$ cat config.mk
export PLATFORM = sky130hd
export DESIGN_NAME = operand_loader
export DESIGN_NICKNAME = d
export VERILOG_FILES = /design/src/rtl/operand_loader.sv
export SDC_FILE = /design/constraint.sdc
export NUM_CORES = 1
export LEC_CHECK = 0
export CAP_MARGIN = 20
export CORE_MARGIN = 5
export CORE_UTILIZATION = 40
export DETAILED_ROUTE_END_ITERATION = 6
export HOLD_SLACK_MARGIN = 0.12
export PLACE_DENSITY_LB_ADDON = 0.2
export SYNTH_ARGS = -nofsm -noshare
export SYNTH_HDL_FRONTEND = slang
export SYNTH_SLANG_ARGS = --single-unit
$ cat constraint.sdc
create_clock -name clk -period 1.7 [get_ports clk]
set_input_delay 0.17 -clock clk [delete_from_list [all_inputs] [get_ports clk]]
set_output_delay 0.17 -clock clk [all_outputs]
set_load 0.005 [all_outputs]
$ cat src/rtl/operand_loader.sv
// operand_loader: collects a batch of DEPTH A/B operand pairs from a
// valid/ready word stream, pulses start when the batch is full, then holds
// the operands for the processing datapath until proc_done.
// Optional feature macro: LOADER_CHECKSUM_EN adds an XOR checksum output
// covering every word accepted in the current batch.
module operand_loader #(
   parameter int unsigned N     = 16,
   parameter int unsigned DEPTH = 8
) (
   input  logic          clk,
   input  logic          rst,
   input  logic [N-1:0]  in_data,
   input  logic          in_valid,
   output logic          in_ready,
   input  logic [2:0]    read_addr,
   output logic [N-1:0]  outA,
   output logic [N-1:0]  outB,
   output logic          start,
   input  logic          proc_done,
   output logic [3:0]    fill_count
`ifdef LOADER_CHECKSUM_EN
   ,
   output logic [N-1:0]  checksum
`endif
);

   localparam int unsigned AW = 3;
   localparam int unsigned CW = 4;

   typedef enum logic [1:0] {
      LOAD  = 2'd0,
      START = 2'd1,
      HOLD  = 2'd2
   } state_t;

   state_t         state;
   state_t         state_next;

   logic [AW-1:0]  wr_ptr;
   logic           phase_b;
   logic [CW-1:0]  fill_q;
   logic [N-1:0]   mem_a [DEPTH];
   logic [N-1:0]   mem_b [DEPTH];

   logic           accept;
   logic           last_word;
   logic           clear_batch;

   // State register
   always_ff @(posedge clk) begin
      if (rst) begin
         state <= LOAD;
      end else begin
         state <= state_next;
      end
   end

   // Next-state and handshake decode; ready depends only on state and reset
   always_comb begin
      state_next  = state;
      in_ready    = 1'b0;
      start       = 1'b0;
      accept      = 1'b0;
      last_word   = 1'b0;
      clear_batch = 1'b0;
      case (state)
         LOAD: begin
            in_ready  = ~rst;
            accept    = in_valid & ~rst;
            last_word = phase_b && (wr_ptr == AW'(DEPTH - 1));
            if (accept && last_word) begin
               state_next = START;
            end
         end
         START: begin
            start      = 1'b1;
            state_next = HOLD;
         end
         HOLD: begin
            if (proc_done) begin
               clear_batch = 1'b1;
               state_next  = LOAD;
            end
         end
         default: begin
            state_next = LOAD;
         end
      endcase
   end

   // Operand storage, write pointer, A/B phase and pair counter
   always_ff @(posedge clk) begin
      if (rst) begin
         wr_ptr  <= '0;
         phase_b <= 1'b0;
         fill_q  <= '0;
         mem_a   <= '{default: '0};
         mem_b   <= '{default: '0};
      end else if (clear_batch) begin
         wr_ptr  <= '0;
         phase_b <= 1'b0;
         fill_q  <= '0;
      end else if (accept) begin
         if (!phase_b) begin
            mem_a[wr_ptr] <= in_data;
         end else begin
            mem_b[wr_ptr] <= in_data;
            wr_ptr        <= wr_ptr + AW'(1);
            fill_q        <= fill_q + CW'(1);
         end
         phase_b <= ~phase_b;
      end
   end

   assign fill_count = fill_q;

   // Combinational read port for the processing datapath
   assign outA = mem_a[read_addr];
   assign outB = mem_b[read_addr];

`ifdef LOADER_CHECKSUM_EN
   logic [N-1:0] csum_q;

   // Running XOR of accepted words; frozen outside LOAD since nothing is accepted
   always_ff @(posedge clk) begin
      if (rst) begin
         csum_q <= '0;
      end else if (clear_batch) begin
         csum_q <= '0;
      end else if (accept) begin
         csum_q <= csum_q ^ in_data;
      end
   end

   assign checksum = csum_q;
`endif

endmodule

# ---- Yosys cells after proc, flatten, opt, wreduce, memory -nomap -nowiden
# Index checks and enable logic that the tools add are counted.
dict set report classes {
  n_mux 18
  bitwise_logic 6
  reduce_logical 9
  n_addsub 2
  eq_ne 5
  order_cmp 3
}
# cell n
set op_table {}
lappend op_table {{bitwise mux 128 bit} 2}
lappend op_table {{binary-select mux 16 bit (select 3 bit)} 2}
lappend op_table {{2-to-1 mux 16 bit} 5}
lappend op_table {{demux 16 bit (select 3 bit)} 1}
lappend op_table {{greater-or-equal comparator 4 bit, second input constant} 2}
lappend op_table {{inverter 3 -> 4 bit} 2}
lappend op_table {{case mux 2 bit (3 select lines)} 1}
lappend op_table {{AND reduction 3 bit} 2}
lappend op_table {{2-to-1 mux 1 bit} 5}
lappend op_table {{adder 4 x 1 -> 4 bit, second input constant} 1}
lappend op_table {{< comparator 4 x 1 -> 1 bit, second input constant} 1}
lappend op_table {{2-to-1 mux 2 bit} 2}
lappend op_table {{!= test 2 bit, second input constant} 2}
lappend op_table {{AND reduction 2 bit} 2}
lappend op_table {{adder 3 x 1 -> 3 bit, second input constant} 1}
lappend op_table {{equality test 3 bit, second input constant} 1}
lappend op_table {{logical AND 1 bit} 3}
lappend op_table {{inverter 1 bit} 3}
lappend op_table {{equality test 2 x 1 -> 1 bit, second input constant} 1}
lappend op_table {{equality test 2 bit, second input constant} 1}
lappend op_table {{zero test 2 bit} 1}
lappend op_table {{OR reduction 2 bit} 1}
lappend op_table {{bitwise AND 1 bit} 1}
dict set report word_totals {
  register_bits 266
  in_bits 23
  output_inout_bits 38
  elab_cells 63
}

# ---- Logic depth before layout (Yosys ltp)
# Gate-level depths: netlist of run 1.
dict set report logic_depth {
  word_depth 6
  mapped_depth 7
  mapped_depth_nobuf 4
}

# ---- Worst setup path after synthesis of run 1
# Ideal clock, no wire load.
dict set report synth_path {
  kind {input to output}
  start {in read_addr[2]}
  end {out outA[4]}
  setup_slack_ps 3
  required_ps 1530
  n_path_buf 2
  cell_stages 4
  arrival_time_ps 1527
  path_cell_list {buf_2 -> buf_2 -> mux4_2 -> mux2_2}
}
dict set report synth_via {
  elab_chain_len 4
}
# item line_no
set synth_rtl {}
lappend synth_rtl {{start, declared} 15} ;# input logic [2:0] read_addr,
lappend synth_rtl {{inverter 3 -> 4 bit (implied by the code)} 118} ;# assign outA = mem_a[read_addr];
lappend synth_rtl {{binary-select mux 16 bit (select 3 bit)} 118}
lappend synth_rtl {{2-to-1 mux 16 bit (implied by the code) (2 in series)} 118}
lappend synth_rtl {{end, declared} 16} ;# output logic [N-1:0] outA,
# No other way between the ends. The select of a mux whose other input is x is not followed.

# ---- Worst setup path after layout of run 1
dict set report layout_path {
  start {reg mem_a[23] (netlist bit)}
  end {out outA[7]}
}
dict set report layout_via {
  elab_chain_len 3
}
# item line_no
set layout_rtl {}
lappend layout_rtl {{start, declared} 42} ;# logic [N-1:0] mem_a [DEPTH];
lappend layout_rtl {{start signal, assigned by index} 105} ;# mem_a[wr_ptr] <= in_data;
lappend layout_rtl {{binary-select mux 16 bit (select 3 bit)} 118}
lappend layout_rtl {{2-to-1 mux 16 bit (implied by the code) (2 in series)} 118}
# No other way between the ends. The select of a mux whose other input is x is not followed.

==> impl_results.md, run 1 <==
* Static Leak at 4.93 nW
* Area occupied by multi-input gates at 6380 um2
* Worst EP required at 1530 ps
* Crit-path max FO at 2
* Fill cells at 2851
* TritonCTS clock tree: done
* EDFF count, synth at 0
* PnR worst setup slack at -237 ps
* Fraction of layout cells with a size suffix above 1 at 23.0%
* Synth Instances at 1389
* Core Box Area at 30400 um2
* FMAX at 516 MHz
* Initial antenna violation count at 0
* Kind of critical path: reg2out
* Final total power at 13.4 mW
* CP arrival at 1770 ps
* GPL Wtd Cong at 0.747
* IO Port Bufs at 60
* Max cap viols at 0
* DIE AREA at 34300 um2
* Final cell count without fillers at 1797
* Fin. max-slew vios at 0
* Hold Slack at 347 ps
* RR Startpoint: wr_ptr[1]
* Ant diodes at 0
* 1st-iter DRT viols at 969
* DRC viols at 0
* Ports at 61
* Setup Skew at 22.1 ps
* CP peak stage delay at 460 ps
* DP Wirelength at 21.1 mm
* Die Wd at 185 um
* Synth Register Bits at 266
* Ys flop type: dfxtp_1
* Pin count of the biggest net entering global routing at 162
* Cell area after layout at 15000 um2
* FFs w/ async S/R, synth at 0%
* Num CTS Buffers at 29
* Fin. Hold Viols at 0
* Relative slew slack at 48.1%
* Startpoint Class: flop
* Drt first pass iters at 5
* GRT Overall Usage at 22.2%
* Final wirelength at 38.4 mm
* Placed Instances at 1744
* PwrDens at 896 nW/um2
* Crit-path slowest cell: mux4_2
* Clock latency on the worst-skew pair at 550 ps
* Drt wl/cell at 21.3 um
* CTS max path bufs at 3
* Drt via density at 6.02
* Rows at 64
* Part of the cycle the worst path needs at 114%
* CP Capture Type: output pin
* Vias at 10813
* Status: finished, violations left
* Die Span Y at 185 um
* Antenna Violating Nets Remaining at 0
* HP Class: in2reg
* P&R area growth vs syn at 22.3%
* Critical Path, Cell by Cell: mux4_2 -> mux2_4 -> buf_6
* Cell Area, Placed at 13900 um2
* Postcts setup bufs at 0
* Total gr overflow at 0
* Yosys warns at 0
* Net count reported at finish at 1407
* Total number of clock tree sinks at 266
* First-pass GRT wire length at 61.3 mm
* Clock Pin Slew Worst Setup and Hold Paths at 60 ps
* Worst-margin pin slew at 778 ps
* Share of the yosys chip area belonging to registers at 43.4%
* Seq. cell area at 5370 um2
* Hold Startpoint: proc_done
* H-tree depth at 1
* Starting Density at 40.3%
* # setup viols final at 32
* RSZ-0062 raised after global routing: true
* Syn Area/Cell at 8.84 um2
* Synth cell types at 36
* Failing checks: negative setup slack
* Post-Syn Nets at 1415
* Worst Setup SP: mem_a[23]
* Vias in the first global route at 10692
* Cell area after synthesis at 12300 um2
* Period minus WS final at 1940 ps
* Root buf cell: clkbuf_16
* VDD IR-drop max at 0.781 mV
==> cells by family after synthesis <==
group,synth area share (%)
AOI/OAI and AO/OA,21.5
adders and majority gates,0.306
buffers and inverters,6.67
DFF,43.4
muxes,14.8
and+or+nand+nor,13.4
==> metrics by stage <==
step / setup TNS, ps / setup WS [ps] / utilization, %
after floorplan: 0 / 3.19 / -
after global placement: -57010 / -297 / 45.5
after detailed placement: -58920 / -315 / 45.5
after CTS: -7070 / -255 / 49.2
after global routing: -7800 / -277 / 49.3
final: -6390 / -237 / 49.3
==> cell usage after synthesis, types with 2 or more instances <==
| cell type | number | area (um2) |
|---|---|---|
| nand4bb_1 | 4 | 45.0 |
| inv_1 | 2 | 7.51 |
| clkbuf_1 | 131 | 492 |
| nand3_1 | 262 | 1310 |
| o21ai_0 | 236 | 1180 |
| mux4_2 | 64 | 1440 |
| or4b_1 | 3 | 30.0 |
| nand2_1 | 2 | 7.51 |
| nor3b_1 | 2 | 15.0 |
| buf_1 | 8 | 30.0 |
| nor4b_2 | 4 | 60.1 |
| ha_1 | 3 | 37.5 |
| buf_2 | 54 | 270 |
| a21oi_1 | 264 | 1320 |
| nor4bb_1 | 4 | 40.0 |
| nor2_1 | 2 | 7.51 |
| dfxtp_1 | 266 | 5330 |
| mux2_2 | 32 | 360 |
| o21ai_1 | 26 | 130 |
| or4_1 | 2 | 15.0 |
| nor2b_1 | 3 | 18.8 |
==> flip-flops by register name, summed over array words and instances (netlist names) <==
register	flops
mem_a	128
mem_b	128
state	2
fill_count	4
phase_b	1
wr_ptr	3
==> metal layers <==
layer	GRT usage, %	wire (um)	share of wire, %
met4	5.34	828	2.2
met2	37.1	18400	48
met5	0	0	0
met1	30.7	16900	44
met3	2.93	2280	5.9
==> layout make-up <==
type | instances | area share, %
clock buffer | 45 | 5.90
clock inverter | 6 | 0.217
inverter | 2 | 0.0500
multi-input combinational | 926 | 42.5
sequential | 266 | 35.8
tap | 396 | 3.30
timing repair buffer | 156 | 12.2
==> power breakdown <==
part	switching, mW	total (mW)	internal [mW]
clock network	2.55	6.10	3.54
registers	0.0192	6.29	6.27
logic	0.669	1.06	0.396
==> final timing paths <==
kind | end | slack, ps | cells after the start
hold reg to reg | mem_a[2] | 470 | 2
setup reg to reg | mem_a[127] | 90 | 5
hold / removal | state[1] | 350 | 4
setup / recovery | outA[7] | -240 | 3
==> cells in the final DEF, fill, tap and decap left out, types with 4 or more instances in the layout <==
| cell | synthesis | routed |
|---|---|---|
| a21oi_1 | 264 | 264 |
| nand3_1 | 262 | 262 |
| dfxtp_1 | 266 | 230 |
| o21ai_0 | 236 | 226 |
| mux4_2 | 64 | 64 |
| buf_4 | 1 | 57 |
| buf_12 | 0 | 38 |
| o21ai_1 | 26 | 36 |
| dfxtp_2 | 0 | 36 |
| mux2_4 | 0 | 31 |
| buf_6 | 1 | 30 |
| clkbuf_16 | 0 | 29 |
| clkdlybuf4s50_1 | 0 | 22 |
| clkbuf_8 | 0 | 11 |
| clkbuf_1 | 131 | 6 |
| clkinv_2 | 0 | 5 |
| nor4b_4 | 0 | 4 |
| nor4bb_4 | 0 | 4 |
| buf_2 | 54 | 4 |
==> timing repair <==
item,4_1_cts,5_1_grt
gates resized for setup,209,34
setup endpoints to repair,66,143
gates cloned,1,0
endpoints found under the hold margin,9,0
hold buffers,1,0
pin swaps,0,1
==> worst max-delay path, delay by kind of cell (launching register included) <==
kind,cells,cell delay (ps)
multiplexers,2,780
flip-flops,1,310
buffers and inverters,1,120
(Power assumes the default switching activity.)
==> run 2, diff against run 1 <==
clock period = 2.5 ns   (was 1.7 ns; I/O delays follow)
==> impl_results.md, run 2 (same netlist as run 1, synthesis figures left out) <==
* Status: finished, final reports clean
* Crit-path slowest cell: clkdlybuf4s50_1
* Die Span Y at 185 um (unchanged)
* Initial antenna violation count at 0 (unchanged)
* Crit-path max FO at 2 (unchanged)
* Final total power at 9.24 mW (-31%)
* Die Wd at 185 um (unchanged)
* TritonCTS clock tree: done
* Kind of critical path: reg2out
* Max cap viols at 0 (unchanged)
* Crit path buf inv count at 1 (unchanged)
* Ant diodes at 0 (unchanged)
* Ports at 61 (unchanged)
* Net count reported at finish at 1369 (-2.7%)
* Root buf cell: clkbuf_16
* Pin count of the biggest net entering global routing at 167 (+3.1%)
* CP top delay family: multiplexers
* Critical Path, Cell by Cell: mux4_2 -> mux2_2 -> clkdlybuf4s50_1
* Static Leak at 4.47 nW (-9.3%)
* Fill cells at 2913 (+2.2%)
* GRT Overall Usage at 21.3% (-0.90 points)
* Seq. cell area at 5330 um2 (-0.84%)
* FF-to-FF End: mem_b[123]
* Fraction of layout cells with a size suffix above 1 at 16.1% (-6.9 points)
* HP Class: in2reg
* # setup viols final at 0 (-100%)
* Final wirelength at 37.2 mm (-3.0%)
* Most frequent cells in the layout: dfxtp_1, a21oi_1, nand3_1
* Vias at 10700 (-1.0%)
* Final design utilization at 46.9% (-2.4 points)
* Worst-margin pin slew at 1020 ps (+241 ps)
* VDD IR-drop max at 0.549 mV (-30%)
* H-tree depth at 1 (unchanged)
* CP peak stage delay at 500 ps (+40 ps)
* FF-to-FF path depth at 5 (unchanged)
* Worst EP required at 2250 ps (+720 ps)
* DRC viols at 0 (unchanged)
* Num CTS Buffers at 29 (unchanged)
* RSZ-0062 raised after global routing: false
* FMAX at 419 MHz
* Leading cell type in the layout, fill and taps excluded: dfxtp_1
* First-pass GRT wire length at 59.7 mm (-2.7%)
* Drt first pass iters at 5 (unchanged)
* 1st-iter DRT viols at 1065 (+9.9%)
* Core Box Area at 30400 um2 (unchanged)
* P&R area growth vs syn at 16.3%
* Total gr overflow at 0 (unchanged)
* TNS Setup at 0 ps (+6390 ps)
* Clock Pin Slew Worst Setup and Hold Paths at 60 ps (about the same)
* Area occupied by multi-input gates at 6250 um2 (-2.0%)
* Drt wl/cell at 21.1 um (-1.1%)
* Drt via density at 6.07 (+0.92%)
* Hold Path Cell Cnt at 4 (unchanged)
* Total number of clock tree sinks at 266 (unchanged)
* Clock latency on the worst-skew pair at 560 ps (about the same)
* CP Capture Type: output pin
* Hold Startpoint: proc_done
* Fin. max-slew vios at 0 (unchanged)
* Reg2Reg Setup Slack at 420 ps (+330 ps)
* DIE AREA at 34300 um2 (unchanged)
* Hold Slack at 422 ps (+74.9 ps)
* RR Startpoint: wr_ptr[1]
* PwrDens at 647 nW/um2 (-28%)
* Starting Density at 40.3% (unchanged)
* Antenna Violating Nets Remaining at 0 (unchanged)
* CP arrival at 2140 ps (+370 ps)
* Relative slew slack at 32.1% (-16 points)
* CTS max path bufs at 3 (unchanged)
* IO Port Bufs at 60 (unchanged)
* Hold Path Sink: state[1]
* Setup Skew at 28.9 ps (+6.84 ps)
* GPL Wtd Cong at 0.743 (-0.66%)
* Period minus WS final at 2390 ps
* Part of the cycle the worst path needs at 95.6%
* Startpoint Class: flop
* Vias in the first global route at 10266 (-4.0%)
* Rows at 64 (unchanged)
* Fin. Hold Viols at 0 (unchanged)
* DP Wirelength at 19.8 mm (-6.0%)
-- run 2: cell types whose count changed in the layout (fill, tap and decap cells not counted), moves of 13 or more --
cell,previous run,this run
dfxtp_1,230,266
dfxtp_2,36,0
clkdlybuf4s50_1,22,56
mux2_2,1,32
mux2_4,31,0
buf_6,30,0
buf_12,38,15
buf_4,57,44
-- run 2: tightest hold or removal path, cell delays in order --
cell             delay [ps]
clkdlybuf4s50_1         510
nor3b_1                  60
nor2_1                   80
nor2_1                   40
-- run 2: through the flow --
step / instance area, um2 / cells / setup WS (ps)
after floorplan: 12300 / 1389 / 643
after global placement: 13300 / 1707 / 238
after detailed placement: 13300 / 1707 / 209
after CTS: 14300 / 1762 / 87.8
after global routing: 14300 / 1762 / 44.7
final: 14300 / 1762 / 111
-- run 2: cell type report --
type	count	share of cell area, %
Clock buffer	43	6.22
Clock inverter	11	0.622
Inverter	2	0.0526
Multi-Input combinational cell	926	43.8
Sequential cell	266	37.3
Tap cell	396	3.47
Timing Repair Buffer	118	8.54
-- run 2: timing repair --
action                                 4_1_cts  5_1_grt
endpoints found under the hold margin        1        0
buffers inserted                             0        0
resized for setup                            0        0
hold buffers                                 1        0
-- run 2: per-layer routing --
layer  track usage (%)  wire [um]  part of all wire, %
met1              29.8      16600                   45
met2              35.5      17700                   47
met3              3.14       2340                  6.3
met5                 0          0                    0
met4              3.96        621                  1.7
-- run 2: power by group --
part | switching [mW] | internal (mW)
Clock | 1.79 | 2.55
Sequential | 0.0151 | 4.26
Combinational | 0.427 | 0.203
-- run 2: how the worst max path moves through the flow --
stage	depth (start not counted)	endpoint	start	slack, ps
2_1_floorplan	4	outA[4]	read_addr[2]	640
3_3_place_gp	5	outB[9]	read_addr[2]	240
3_5_place_dp	5	outB[12]	read_addr[2]	210
4_1_cts	3	outA[14]	mem_a[14]	90
5_1_grt	3	outA[14]	mem_a[78]	40
6_report	3	outA[14]	mem_a[78]	110
==> run 3, diff against run 2 <==
CAP_MARGIN = unset   (was 20)
==> results of run 3 <==
The final DEF is identical to that of run 2; final timing and power are the same.
